--- src/rtl/trigger_capture_pkg.sv ---
// Shared types and constants for the trigger capture block.
package trigger_capture_pkg;

  localparam int ADC_W = 14;
  localparam logic [7:0] HEADER_DEF = 8'hA5;

  typedef enum logic [2:0] {
    S_IDLE,
    S_FILL,
    S_ARMED,
    S_POST,
    S_READOUT
  } state_e;

  // Splits an ADC code into its UART bytes: high part zero-padded, then low byte.
  function automatic logic [7:0] fmt_byte(input logic [ADC_W-1:0] s, input logic hi);
    return hi ? {2'b00, s[ADC_W-1:8]} : s[7:0];
  endfunction

endpackage

--- src/rtl/capture_ram.sv ---
// Simple dual-port sample buffer with registered read, shaped for block RAM inference.
module capture_ram
  import trigger_capture_pkg::*;
#(
  parameter int DEPTH = 64,
  parameter int W     = ADC_W
) (
  input  logic                     clk_i,
  input  logic                     we_i,
  input  logic [$clog2(DEPTH)-1:0] waddr_i,
  input  logic [W-1:0]             wdata_i,
  input  logic [$clog2(DEPTH)-1:0] raddr_i,
  output logic [W-1:0]             rdata_o
);

  logic [W-1:0] mem [DEPTH];

  always_ff @(posedge clk_i) begin
    if (we_i) mem[waddr_i] <= wdata_i;
    rdata_o <= mem[raddr_i];
  end

endmodule

--- src/rtl/trigger_capture.sv ---
// Pre/post-trigger sample capture into a ring buffer, then framed byte readout.
// state     | meaning
// S_IDLE    | waiting for arm
// S_FILL    | collecting the pre-trigger history, trigger ignored
// S_ARMED   | ring buffer running, looking for a threshold crossing
// S_POST    | collecting post-trigger samples
// S_READOUT | streaming header plus buffer bytes to the UART
module trigger_capture
  import trigger_capture_pkg::*;
#(
  parameter int               DEPTH  = 64,
  parameter int               PRE    = 16,
  parameter logic [ADC_W-1:0] THRESH = 14'd9000,
  parameter logic [7:0]       HEADER = HEADER_DEF
) (
  input  logic             clk_50,
  input  logic             reset,
  input  logic             sample_valid,
  input  logic [ADC_W-1:0] sample,
  input  logic             trig_slope,
  input  logic             arm,
  output logic [7:0]       out_data,
  output logic             out_valid,
  input  logic             out_ready,
  output logic             busy,
  output logic             triggered
);

  localparam int PTR_W = $clog2(DEPTH);
  localparam int TOT   = 1 + 2 * DEPTH;
  localparam int LD_W  = $clog2(TOT + 1);
  localparam logic [PTR_W-1:0] PRE_P     = PTR_W'(PRE);
  localparam logic [PTR_W-1:0] PRE_LAST  = PTR_W'(PRE - 1);
  localparam logic [PTR_W-1:0] POST_LAST = PTR_W'(DEPTH - PRE - 1);

  state_e           state_q;
  logic [PTR_W-1:0] wr_ptr_q, cnt_q, rd_ptr_q;
  logic [ADC_W-1:0] prev_q, rd_data;
  logic             prev_vld_q, triggered_q, out_valid_q;
  logic [7:0]       out_data_q, lo_q;
  logic [LD_W-1:0]  ld_cnt_q;
  logic             wr_en, hit;

  assign wr_en = sample_valid && (state_q inside {S_FILL, S_ARMED, S_POST});
  assign hit   = prev_vld_q && (trig_slope ? (prev_q >= THRESH && sample < THRESH)
                                           : (prev_q < THRESH && sample >= THRESH));

  capture_ram #(.DEPTH(DEPTH), .W(ADC_W)) u_ram (
    .clk_i   (clk_50),
    .we_i    (wr_en),
    .waddr_i (wr_ptr_q),
    .wdata_i (sample),
    .raddr_i (rd_ptr_q),
    .rdata_o (rd_data)
  );

  always_ff @(posedge clk_50 or posedge reset) begin
    if (reset) begin
      state_q     <= S_IDLE;
      wr_ptr_q    <= '0;
      cnt_q       <= '0;
      rd_ptr_q    <= '0;
      prev_q      <= '0;
      prev_vld_q  <= 1'b0;
      triggered_q <= 1'b0;
      out_valid_q <= 1'b0;
      out_data_q  <= '0;
      lo_q        <= '0;
      ld_cnt_q    <= '0;
    end else begin
      if (wr_en) begin
        wr_ptr_q   <= wr_ptr_q + 1'b1;
        prev_q     <= sample;
        prev_vld_q <= 1'b1;
      end
      case (state_q)
        S_IDLE: if (arm) begin
          state_q    <= S_FILL;
          wr_ptr_q   <= '0;
          cnt_q      <= '0;
          prev_vld_q <= 1'b0;
          ld_cnt_q   <= '0;
        end
        S_FILL: if (sample_valid) begin
          if (cnt_q == PRE_LAST) begin
            cnt_q   <= '0;
            state_q <= S_ARMED;
          end else begin
            cnt_q <= cnt_q + 1'b1;
          end
        end
        S_ARMED: if (sample_valid && hit) begin
          // rd_ptr_q doubles as the latched frame start address
          rd_ptr_q    <= wr_ptr_q - PRE_P;
          triggered_q <= 1'b1;
          cnt_q       <= PTR_W'(1);
          state_q     <= (DEPTH - PRE == 1) ? S_READOUT : S_POST;
        end
        S_POST: if (sample_valid) begin
          if (cnt_q == POST_LAST) state_q <= S_READOUT;
          else cnt_q <= cnt_q + 1'b1;
        end
        S_READOUT: if (!out_valid_q || out_ready) begin
          if (ld_cnt_q == LD_W'(TOT)) begin
            out_valid_q <= 1'b0;
            triggered_q <= 1'b0;
            state_q     <= S_IDLE;
          end else begin
            out_valid_q <= 1'b1;
            ld_cnt_q    <= ld_cnt_q + 1'b1;
            if (ld_cnt_q == '0) begin
              out_data_q <= HEADER;
            end else if (ld_cnt_q[0]) begin
              // next sample's read overlaps the low-byte slot
              out_data_q <= fmt_byte(rd_data, 1'b1);
              lo_q       <= fmt_byte(rd_data, 1'b0);
              rd_ptr_q   <= rd_ptr_q + 1'b1;
            end else begin
              out_data_q <= lo_q;
            end
          end
        end
        default: state_q <= S_IDLE;
      endcase
    end
  end

  assign out_data  = out_data_q;
  assign out_valid = out_valid_q;
  assign busy      = (state_q != S_IDLE);
  assign triggered = triggered_q;

endmodule

--- config.mk ---
export PLATFORM = sky130hd
export DESIGN_NAME = trigger_capture
export DESIGN_NICKNAME = d
export VERILOG_FILES = /design/src/rtl/trigger_capture_pkg.sv /design/src/rtl/capture_ram.sv /design/src/rtl/trigger_capture.sv
export SDC_FILE = /design/constraint.sdc
export NUM_CORES = 1
export LEC_CHECK = 0
export BUFFER_PORTS_ARGS = -buffer_cell sky130_fd_sc_hd__clkbuf_2
export CAP_MARGIN = 10
export CORE_UTILIZATION = 57
export DETAILED_ROUTE_END_ITERATION = 8
export PLACE_DENSITY = 0.76
export SLEW_MARGIN = 5
export SYNTH_ARGS = -nofsm -noshare
export SYNTH_HDL_FRONTEND = slang
export SYNTH_HIERARCHICAL = 1
export SYNTH_SLANG_ARGS = --single-unit
--- constraint.sdc ---
create_clock -name clk_50 -period 3.03 [get_ports clk_50]
set_input_delay 0.1515 -clock clk_50 [delete_from_list [all_inputs] [get_ports clk_50]]
set_output_delay 0.1515 -clock clk_50 [all_outputs]
set_load 0.02 [all_outputs]
* After elaboration in Yosys (flattened, before gate mapping) *
Memories as Yosys holds them, arrays and structs flattened. A register that Yosys moved wholly into a read port is not among the register bits.
Cells that the tools add are included.
W data, S select, Z words.

operators by class
  add/sub/neg operators = 5
  order comparisons = 4
  equal/unequal tests = 19
  mux-type cells = 42
  bitwise gates (word level) = 2
  reductions and logical operators = 22

operators with widths
  cell                    number
  $mux W6                 14
  $mux W8                 5
  $ge A14 B14 Y1 const B  2
  $lt A14 B14 Y1 const B  2
  $mux W3                 8
  $pmux W6 S4             1
  $add A6 B1 Y6 const B   3
  $ne A2 B2 Y1 const B    9
  $pmux W8 S2             1
  $pmux W3 S5             1
  $pmux W6 S2             1
  $reduce_and A6 Y1       2
  $mux W1                 10
  $add A8 B1 Y8 const B   1
  $eq A8 B8 Y1 const B    1
  $logic_not A8 Y1        1
  $reduce_and A4 Y1       2
  $reduce_and A8 Y1       1
  $eq A3 B2 Y1 const B    2
  $eq A6 B4 Y1 const B    1
  $eq A6 B6 Y1 const B    1
  $ne A2 B1 Y1 const B    3
  $reduce_bool A3 Y1      2
  $sub A6 B5 Y6 const B   1
  13 further kinds        19

storage, ports and cells
  flip-flop bits (word level) = 62
  memory bits (writable) = 896
  bits of input ports = 20
  output and inout port bits = 11
  logic and storage cells = 106
  memories kept = 1

memory list
  memory     depth  bits a word  read ports  clocked after memory_dff  wr ports  RTL line           text
  u_ram.mem  64     14           1           1                         1         capture_ram.sv:16  logic [W-1:0] mem [DEPTH];

* Depth between registers and ports, before layout *
Gate-level depths: netlist (run 1).

  depth after elaboration = 7
  depth in mapped cells = 9
  mapped depth without buffers = 8

* Hierarchy *
Netlist (run 1), hierarchy kept.

modules (own cells, without submodules)
  module           instances  cells each  area an instance (µm²)  sequential area each (µm²)
  capture_ram      1          1,571       34,878.5                27,186.1
  trigger_capture  1          293         3,020.4                 1,476.4

* Worst setup path after synthesis (run 1) *
OpenSTA, ideal clock, no wires.

  path type = register to register
  start = reg state_q[1]
  end = mem u_ram/mem[48][0] (netlist bit), enable pin
  setup time = 0.403 ns
  data arrival time = 2.466 ns
  data required time = 2.627 ns
  path slack = 0.161 ns
  cell stages (with the launch flop) = 8
  path buffers = 2
  clock period less this slack = 2.869 ns
  path through = dfrtp_1 -> buf_2 -> nor2_1 -> nor3b_2 -> buf_2 -> nor2b_1 -> nand4b_1 -> nor3_1

on the way
  word-level cells in the longest chain between the ends = 5
  elaborated cells between the ends (all ways) = 7
  those cells by class = eq/ne: 3; mux: 2; reduce/logical: 2

RTL lines
  what                                          RTL line               text
  start, declared                               trigger_capture.sv:36  state_e state_q;
  start signal, assigned                        trigger_capture.sv:97  state_q <= (DEPTH - PRE == 1) ? S_READOUT : S_POST;
  $eq A3 B1 Y1 or $eq A3 B2 Y1 (tied branches)  trigger_capture.sv:44  assign wr_en = sample_valid && (state_q inside {S_FILL, S_ARMED, S_POST});
  $reduce_bool A3 Y1 *                          trigger_capture.sv:44
  $logic_and A1 B1 Y1 *                         trigger_capture.sv:44
  named net wr_en                               trigger_capture.sv:42  logic wr_en, hit;
  $mux W1 *                                     capture_ram.sv:19      if (we_i) mem[waddr_i] <= wdata_i;
  $mux W1 (implied by the code) *               capture_ram.sv:19
  end, declared                                 capture_ram.sv:16

Mark *: on every way through the listed nets, which the timed path passes. The rest lies on a longest branch.

* Worst setup path after layout (run 1) *
  start = reg state_q[0]
  end = mem u_ram/mem[7][3] (netlist bit), enable pin

on the way
  word-level cells in the longest chain between the ends = 5
  elaborated cells between the ends (all ways) = 7
  those cells by class = eq/ne: 3; mux: 2; reduce/logical: 2

RTL lines
  what                                          RTL line
  $eq A3 B1 Y1 or $eq A3 B2 Y1 (tied branches)  trigger_capture.sv:44
  $reduce_bool A3 Y1 *                          trigger_capture.sv:44
  $logic_and A1 B1 Y1 *                         trigger_capture.sv:44
  $mux W1 *                                     capture_ram.sv:19
  $mux W1 (implied by the code) *               capture_ram.sv:19

Mark *: on every way between the ends. The rest lies on a longest branch, timed or not.

==> results.md, run 1 <==
- Synth unique cells: 58
- Max Freq: 344 MHz
- Tmin final: 2.91 ns
- CTS H-Tree Depth: 3
- GP Congestion: 0.872
- CTS buffer count: 93
- Drt pass-1 iters: 8
- Syn_nets: 1,890
- Initial Utilization: 0.576
- Post-synth top flop: edfxtp_1
- Met3 WL: 10,000 um
- Clock Latency Late Sink: 0.66 ns
- Multi-input gate area: 8620 um2
- Fillers: 4,058
- Clock sink total: 969
- Pleak: 0.0140 uW
- Global-route wire length before repair: 132,000 um
- Clock-pin slew on the worst setup and hold paths: 0.06 ns
- Antenna viol nets, final: 0
- TNS Setup: 0 ns
- CP Class: flip-flop to flip-flop
- Final hold vios: 0
- M1 WL: 35,200 um
- Die area: 67,500 um2
- Finish-stage setup viols: 0
- Crit share post-route: 0.959
- Worst slew pin tran: 1.16 ns
- Critical Path AT: 3.26 ns
- EDFF count, synth: 896
- Max Slew Vio Count: 0
- # IOs: 31
- Met2 wire length: 42,100 um
- RSZ-0062 raised after global routing: no
- YS warnings: 6
- IO Port Bufs: 30
- CTS Buffer Depth: 3
- Height of the chip: 260 um
- Max_slew headroom: 0.226
- Final core occ: 0.651
- Maximum VDD drop: 0.540 mV
- Initial antenna violation count: 1
- Critical Path Sink Type: flip-flop
- DRC violations left: 0
- Seq. cell area: 28,700 um2
- Largest net degree at the start of global routing: 66
- Violation count after the first detailed-route iteration: 2,649
- Worst Hold Class: primary input to flip-flop
- Share of layout cells above drive strength 1: 0.279
- Final WL: 89,800 um
- Max_cap viols: 0
- Post-synthesis cell count: 1,864
- CTS root buffer: clkbuf_16
- Final-stage net count: 2,076
- Hpwl dp: 54,000 um
- Avg Synthesized Cell Area: 20.3 um2
- GRT overflow: 0
- TritonCTS clock tree: done
- Antenna Cells: 0
- Synthesized flop and latch total: 969
- CP startpoint kind: flip-flop
- CORE AREA: 65,700 um2
- Status: finished, final reports clean
- Detailed-route via count: 19,600
- Setup bufs post-CTS: 0
- Vias in the first global route: 19,600
- Clk_skew: 0.0347 ns
- Sequential share of the synthesized area: 0.756
- Commonest non-fill, non-tap cell in the layout: edfxtp_1
- # rows: 94
- Area Overhead vs Synth: 13.0%
- Vias per Instance: 6.55
- Top Metal Used: met4
- Power Dens Cells: 840 nW/um2
- WL per Instance: 30.1 um
- CP max FO: 11
- Asr flop ratio synth: 0.0609
- Die X: 260 um
- Critical path required time: 3.39 ns
- Gr usage total: 0.273
- Syn Std Cell Area: 37,900 um2
- Highest-count cells in the layout ignoring fill and taps: edfxtp_1, mux4_2, buf_4
-- cell usage after synthesis, types with 14 or more instances --
cell	count	area, um2
nand3_1	14	70.1
mux4_2	224	5040
nor2_1	107	402
o21ai_0	40	200
nand2_1	66	248
edfxtp_1	896	26900
a21oi_1	25	125
o22ai_1	14	87.6
dfrtp_1	59	1480
buf_4	15	113
nor2b_1	26	163
dfxtp_1	14	280
mux2i_1	27	270
clkbuf_1	34	128
o31ai_1	19	143
buf_2	32	160
buf_6	16	180
mux2_2	36	405
o221ai_1	18	158
a211oi_1	24	180
nand2b_1	25	156
-- worst max-delay path: stages (launching register included) --
cell and delay [ns]:
dfrtp_1 0.54, nor2_1 0.15, nor3b_2 0.42, buf_4 0.28, nand4_1 0.58, nor2_1 0.40
buf_4 0.25
-- worst paths after layout --
check | from | cells past startpoint | slack, ns | to
worst max-delay path | state_q[0]$_DFFE_PP0P_ | 6 | 0.12 | u_ram/mem[7][3]$_DFFE_PP_
worst min-delay path | trig_slope | 5 | 0.08 | triggered$_DFFE_PP0P_
worst max register to register | state_q[0]$_DFFE_PP0P_ | 6 | 0.12 | u_ram/mem[7][3]$_DFFE_PP_
worst min register to register | u_ram/rdata_o[3]$_DFF_P_ | 1 | 0.47 | lo_q[3]$_DFFE_PP0P_
max in group asynchronous | reset | 4 | 2.19 | rd_ptr_q[1]$_DFFE_PP0P_
min in group asynchronous | reset | 3 | 0.09 | prev_q[13]$_DFFE_PP0P_
-- flip-flops by register name (all words and copies together), names as in the netlist, 3 cells and up --
register and cells:
prev_q 11, out_data 8, cnt_q 6, state_q 3, lo_q 8, rd_ptr_q 6, ld_cnt_q 8, wr_ptr_q 6
u_ram/mem 896, u_ram/rdata_o 14
-- cells by family after synthesis --
group	count (synthesis)	synth area share
flops	969	0.756
simple gates	291	0.0370
mux	287	0.151
compound gates	189	0.0344
buf+inv	110	0.0166
xor+xnor	12	0.00277
fa+ha+maj	6	0.00198
-- final cells by class --
class                           count  share of cell area
Tap cell                          864              0.0253
Inverter                            9            0.000789
Multi-Input combinational cell    785               0.201
Clock buffer                      121              0.0575
Clock inverter                     47             0.00845
Timing Repair Buffer              192              0.0369
Sequential cell                   969               0.670
-- power by group --
part | switching (uW) | internal [uW] | total (uW)
Sequential | 481 | 14900 | 15400
Combinational | 5200 | 4440 | 9640
Clock | 4830 | 6080 | 10900
Total | 10500 | 25400 | 36000
-- layer usage --
layer / track usage / vias to the layer above
li1: - / 8055
met1: 0.396 / 10200
met2: 0.412 / 1160
met3: 0.0669 / 138
met4: 0.0908 / 0
met5: 0 / -
-- metrics by stage --
step,worst slack (ns),area [um2],hold slack [ns],total power [uW],instances
5_1_grt,0.0329,42800,0.117,37000,2987
4_1_cts,0.177,42800,0.0629,36000,2987
3_5_place_dp,0.208,39900,0.203,25200,2814
2_1_floorplan,0.161,37900,0.250,21900,1864
3_3_place_gp,0.209,39900,0.202,25000,2814
6_report,0.125,42800,0.0800,36000,2987
-- timing repair --
item | CTS | global route
hold buffers | 5 | 0
resized for setup | 0 | 0
hold endpoints to repair | 45 | 0
Note: power is estimated with default switching activity, not from simulation.
==> inputs of run 2 (changes only) <==
CORE_UTILIZATION = 50   (was 57)
PLACE_DENSITY = 0.68   (was 0.76)
==> results.md, run 2 (synthesis gave the netlist of run 1 again) <==
- Clk_skew: 0.0387 ns (was 0.0347 ns)
- Clk pwr share: 0.308 (was 0.303)
- Finish-stage setup viols: 0 (unchanged)
- Worst Hold Class: primary input to flip-flop (unchanged)
- WL per Instance: 29.6 um (was 30.1 um)
- Violation count after the first detailed-route iteration: 2,306 (was 2,649)
- TNS Setup: 0 ns (unchanged)
- CP Class: flip-flop to flip-flop (unchanged)
- Final-stage net count: 2,087 (was 2,076)
- Fillers: 5,381 (was 4,058)
- Max_slew headroom: 0.192 (was 0.226)
- RSZ-0062 raised after global routing: no (unchanged)
- GRT overflow: 0 (unchanged)
- TritonCTS clock tree: done (unchanged)
- Final hold vios: 0 (unchanged)
- Max Freq: 338 MHz (was 344 MHz)
- Met3 WL: 9320 um (was 10,000 um)
- Met2 wire length: 43,700 um (was 42,100 um)
- Status: finished, final reports clean (unchanged)
- Vias per Instance: 6.24 (was 6.55)
- Largest net degree at the start of global routing: 66 (unchanged)
- Top Metal Used: met5 (was met4)
- Pint: 25,700 uW (was 25,400 uW)
- Highest-count cells in the layout ignoring fill and taps: edfxtp_1, mux4_2, buf_4 (unchanged)
- Max_cap viols: 0 (unchanged)
- CORE AREA: 74,700 um2 (was 65,700 um2)
- # rows: 100 (was 94)
- DRC violations left: 0 (unchanged)
- Clock sink total: 969 (unchanged)
- Worst slew pin tran: 1.21 ns (was 1.16 ns)
- Switching share of total power: 0.292 (was 0.293)
- GP Congestion: 0.867 (was 0.872)
- Initial antenna violation count: 3 (was 1)
- CP startpoint kind: flip-flop (unchanged)
- Clock Latency Late Sink: 0.66 ns (about the same)
- Antenna viol nets, final: 0 (unchanged)
- CTS H-Tree Depth: 3 (unchanged)
- Power Dens Cells: 843 nW/um2 (was 840 nW/um2)
- Placed inst area: 40,200 um2 (was 39,900 um2)
- Crit-path most repeated cell: buf_4
- Critical Path AT: 3.45 ns (was 3.26 ns)
- Tmin final: 2.96 ns (was 2.91 ns)
- Drt pass-1 iters: 6 (was 8)
- Critical path required time: 3.52 ns (was 3.39 ns)
- M1 WL: 36,600 um (was 35,200 um)
- CTS buffer count: 96 (was 93)
- Clock-pin slew on the worst setup and hold paths: 0.06 ns (about the same)
- Initial Utilization: 0.507 (was 0.576)
- Hpwl dp: 56,400 um (was 54,000 um)
- Critical Path Sink Type: flip-flop (unchanged)
- CTS root buffer: clkbuf_16 (unchanged)
- # IOs: 31 (unchanged)
- Die X: 277 um (was 260 um)
- Max Slew Vio Count: 0 (unchanged)
- P_sw: 10,600 uW (was 10,500 uW)
- Multi-input gate area: 8630 um2 (was 8620 um2)
- Part of the power in registers: 0.424 (was 0.428)
- Max reg flops: 896 (unchanged)
- CTS Buffer Depth: 3 (unchanged)
- Detailed-route via count: 19,400 (was 19,600)
- Setup bufs post-CTS: 0 (unchanged)
- Area Overhead vs Synth: 13.8% (was 13.0%)
- CP max FO: 17 (was 11)
- Gr usage total: 0.245 (was 0.273)
- Total power: 36,400 uW (was 36,000 uW)
- Worst-path cell chain: buf_4 > buf_4 > mux4_2 > a211oi_1 > o31ai_1 (was nor2_1 > nor3b_2 > buf_4 > nand4_1 > nor2_1 > buf_4)
- Final WL: 92,000 um (was 89,800 um)
- Seq. cell area: 28,700 um2 (unchanged)
- CP max-delay cell: a211oi_1 (was nand4_1)
- Max incr delay on CP: 0.72 ns (was 0.58 ns)
- Commonest non-fill, non-tap cell in the layout: edfxtp_1 (unchanged)
- Share of layout cells above drive strength 1: 0.285 (was 0.279)
- Height of the chip: 277 um (was 260 um)
- Die area: 76,900 um2 (was 67,500 um2)
- Gate power share: 0.268 (about the same)
- Maximum VDD drop: 0.582 mV (was 0.540 mV)
- Biggest regs: u_ram/mem (896), u_ram/rdata_o (14), prev_q (11) (unchanged)
- Pleak: 0.0141 uW (was 0.0140 uW)
- Fin area: 43,100 um2 (was 42,800 um2)
- Crit share post-route: 0.977 (was 0.959)
- Largest reg by FF count: u_ram/mem (unchanged)
- Vias in the first global route: 19,700 (was 19,600)
- Global-route wire length before repair: 135,000 um (was 132,000 um)
- IO Port Bufs: 30 (unchanged)
run 2: area by class of cell:
type | instances | share of cell area
timing repair buffer | 200 | 0.0385
clock buffer | 127 | 0.0591
multi-input combinational | 785 | 0.200
clock inverter | 48 | 0.00876
inverter | 9 | 0.000783
antenna | 3 | 0.000174
tap | 969 | 0.0281
sequential | 969 | 0.665
run 2: final timing paths:
path,from,endpoint,slack [ns],depth (start not counted)
max,rd_ptr_q[1]$_DFFE_PP0P_,u_ram/rdata_o[7]$_DFF_P_,0.07,5
min,sample[12],u_ram/mem[40][12]$_DFFE_PP_,0.05,1
max reg2reg,rd_ptr_q[1]$_DFFE_PP0P_,u_ram/rdata_o[7]$_DFF_P_,0.07,5
min reg2reg,u_ram/rdata_o[6]$_DFF_P_,lo_q[6]$_DFFE_PP0P_,0.44,2
max in group asynchronous,reset,rd_ptr_q[2]$_DFFE_PP0P_,2.03,4
min in group asynchronous,reset,state_q[2]$_DFFE_PP0P_,0.09,3
run 2: repair_timing:
action,CTS,global route
hold buffers,4,0
endpoints found under the setup margin,0,57
resized for setup,0,2
hold endpoints to repair,32,0
run 2: critical path: cells and delay by family, from the launching register on:
family                 cells  cell delay, ns
AO/OA/AOI/OAI              2            0.98
flip-flops                 1            0.66
buffers and inverters      2            0.62
multiplexers               1            0.49
run 2: stage by stage:
stage	util	instances	worst slack, ns	hold slack [ns]
2_1_floorplan	-	1864	0.161	0.250
3_3_place_gp	0.538	2928	0.0314	0.218
3_5_place_dp	0.538	2928	0.0608	0.233
4_1_cts	0.577	3107	0.0509	0.0252
5_1_grt	0.578	3107	0.0249	0.0382
6_report	0.578	3110	0.0711	0.0509
run 2: power by group through the flow:
stage	Clock (uW)	Sequential [uW]	Combinational [uW]
3_3_place_gp	0	15700	9630
5_1_grt	11900	15500	10300
2_1_floorplan	0	15400	6480
3_5_place_dp	0	15700	9680
6_report	11200	15400	9740
4_1_cts	11300	15400	9740
run 2: per-layer routing:
metal,up-vias,GRT usage
li1,8066,-
met2,904,0.378
met1,10300,0.340
met5,-,0
met3,143,0.0702
met4,2,0.0739
==> inputs of run 3 (changes only) <==
CAP_MARGIN = default   (was 10)
CORE_ASPECT_RATIO = 0.7   (was default)
==> results.md, run 3 (synthesis gave the netlist of run 1 again) <==
- TNS Setup: 0 ns (unchanged)
- CTS buffer count: 85 (was 96)
- GP Congestion: 0.888 (was 0.867)
- CTS root buffer: clkbuf_16 (unchanged)
- Largest net degree at the start of global routing: 66 (unchanged)
- CORE AREA: 75,000 um2 (was 74,700 um2)
- Die area: 76,900 um2 (about the same)
- Final WL: 93,400 um (was 92,000 um)
- WL per Instance: 30.1 um (was 29.6 um)
- Max_slew headroom: 0.0909 (was 0.192)
- Finish-stage setup viols: 0 (unchanged)
- Initial Utilization: 0.505 (was 0.507)
- Die X: 331 um (was 277 um)
- Initial antenna violation count: 6 (was 3)
- Height of the chip: 232 um (was 277 um)
- GRT overflow: 0 (unchanged)
- Setup bufs post-CTS: 0 (unchanged)
- Fillers: 5,463 (was 5,381)
- Clock-pin slew on the worst setup and hold paths: 0.07 ns (was 0.06 ns)
- Max_cap viols: 0 (unchanged)
- Clock Latency Late Sink: 0.65 ns (was 0.66 ns)
- Area Overhead vs Synth: 13.2% (was 13.8%)
- # IOs: 31 (unchanged)
- Clk_skew: 0.0189 ns (was 0.0387 ns)
- CP startpoint: rd_ptr_q[0]$_DFFE_PP0P_ (was rd_ptr_q[1]$_DFFE_PP0P_)
- Final-stage net count: 2,087 (unchanged)
- Clock sink total: 969 (unchanged)
- Hold path startpoint: trig_slope (was sample[12])
- Detailed-route via count: 19,600 (was 19,400)
- Max reg flops: 896 (unchanged)
- Antenna viol nets, final: 0 (unchanged)
- Status: finished, final reports clean (unchanged)
- Global-route wire length before repair: 135,000 um (about the same)
- IO Port Bufs: 30 (unchanged)
- Reg2reg start: rd_ptr_q[0]$_DFFE_PP0P_ (was rd_ptr_q[1]$_DFFE_PP0P_)
- Biggest regs: u_ram/mem (896), u_ram/rdata_o (14), prev_q (11) (unchanged)
- RSZ-0062 raised after global routing: no (unchanged)
- CP startpoint kind: flip-flop (unchanged)
- Worst slew pin tran: 1.36 ns (was 1.21 ns)
- DRC violations left: 0 (unchanged)
- Crit share post-route: 0.924 (was 0.977)
- Power Dens Cells: 840 nW/um2 (was 843 nW/um2)
- Share of layout cells above drive strength 1: 0.286 (was 0.285)
- Vias per Instance: 6.31 (was 6.24)
- Tmin final: 2.80 ns (was 2.96 ns)
- Vias in the first global route: 18,900 (was 19,700)
- TritonCTS clock tree: done (unchanged)
- Maximum VDD drop: 0.493 mV (was 0.582 mV)
- Seq. cell area: 28,700 um2 (unchanged)
- Largest reg by FF count: u_ram/mem (unchanged)
- Drt pass-1 iters: 5 (was 6)
- Placed inst area: 40,200 um2 (about the same)
- Gr usage total: 0.249 (was 0.245)
- Max Freq: 357 MHz (was 338 MHz)
- CP Class: flip-flop to flip-flop (unchanged)
- Pleak: 0.0140 uW (was 0.0141 uW)
- Critical Path Sink Type: flip-flop (unchanged)
- Commonest non-fill, non-tap cell in the layout: edfxtp_1 (unchanged)
- Critical Path AT: 3.30 ns (was 3.45 ns)
- Max Slew Vio Count: 0 (unchanged)
- Highest-count cells in the layout ignoring fill and taps: edfxtp_1, mux4_2, buf_4 (unchanged)
- Critical path required time: 3.53 ns (was 3.52 ns)
- CTS H-Tree Depth: 3 (unchanged)
- Hpwl dp: 57,800 um (was 56,400 um)
- Violation count after the first detailed-route iteration: 2,681 (was 2,306)
- Final hold vios: 0 (unchanged)
- Multi-input gate area: 8620 um2 (was 8630 um2)
- Worst Hold Class: primary input to flip-flop (unchanged)
- CP max FO: 22 (was 17)
- # rows: 84 (was 100)
- CTS Buffer Depth: 3 (unchanged)
- Fin area: 42,900 um2 (was 43,100 um2)
-- run 3: worst paths after layout --
kind                                        endpoint  slack, ns  cells past startpoint
min in group asynchronous       cnt_q[5]$_DFFE_PP0P_       0.18                      3
max in group asynchronous    rd_ptr_q[2]$_DFFE_PP0P_       1.95                      4
min                            triggered$_DFFE_PP0P_       0.08                      5
max                        u_ram/rdata_o[11]$_DFF_P_       0.23                      8
max reg2reg                u_ram/rdata_o[11]$_DFF_P_       0.23                      8
min reg2reg                      lo_q[1]$_DFFE_PP0P_       0.47                      1
-- run 3: report_power, final --
group	internal [uW]	switching, uW	total [uW]
Clock	5940	4680	10600
Sequential	14900	473	15400
Combinational	4550	5480	10000
Total	25400	10600	36000
-- run 3: timing repair --
item                                   CTS  global route
resized for setup                        0             1
hold buffers                             6             0
endpoints found under the hold margin   48             0
setup endpoints to repair                0            13
-- run 3: layer usage --
metal  share of wire  vias up  global-route usage
li1                -     8057                   -
met1            0.43    10400               0.389
met2            0.43     1072               0.347
met3            0.12      124              0.0693
met4           0.019        2              0.0540
met5         0.00021        -                   0
-- run 3: critical path, cell delays in order (launching register included) --
cell,delay [ns]
dfrtp_4,0.57
buf_12,0.26
buf_4,0.39
mux4_2,0.57
mux2i_1,0.34
a21oi_1,0.15
o21ai_0,0.10
buf_4,0.16
o31ai_1,0.07
-- run 3: cell type report --
type,instances,share of cell area
Antenna cell,1,0.0000583
Timing Repair Buffer,211,0.0390
Multi-Input combinational cell,785,0.201
Clock buffer,101,0.0522
Tap cell,989,0.0288
Sequential cell,969,0.668
Inverter,9,0.000787
Clock inverter,44,0.00991
-- run 3: per-stage QoR --
stage               std cells  hold slack (ns)  setup slack, ns   util  power, uW
detailed placement       2957            0.309            0.248  0.535      25600
finish                   3109           0.0811            0.229  0.572      36000
global placement         2957            0.280            0.246  0.535      25500
floorplan                1864            0.250            0.161      -      21900
global route             3108           0.0852            0.161  0.572      37200
CTS                      3108           0.0380            0.190  0.572      36100
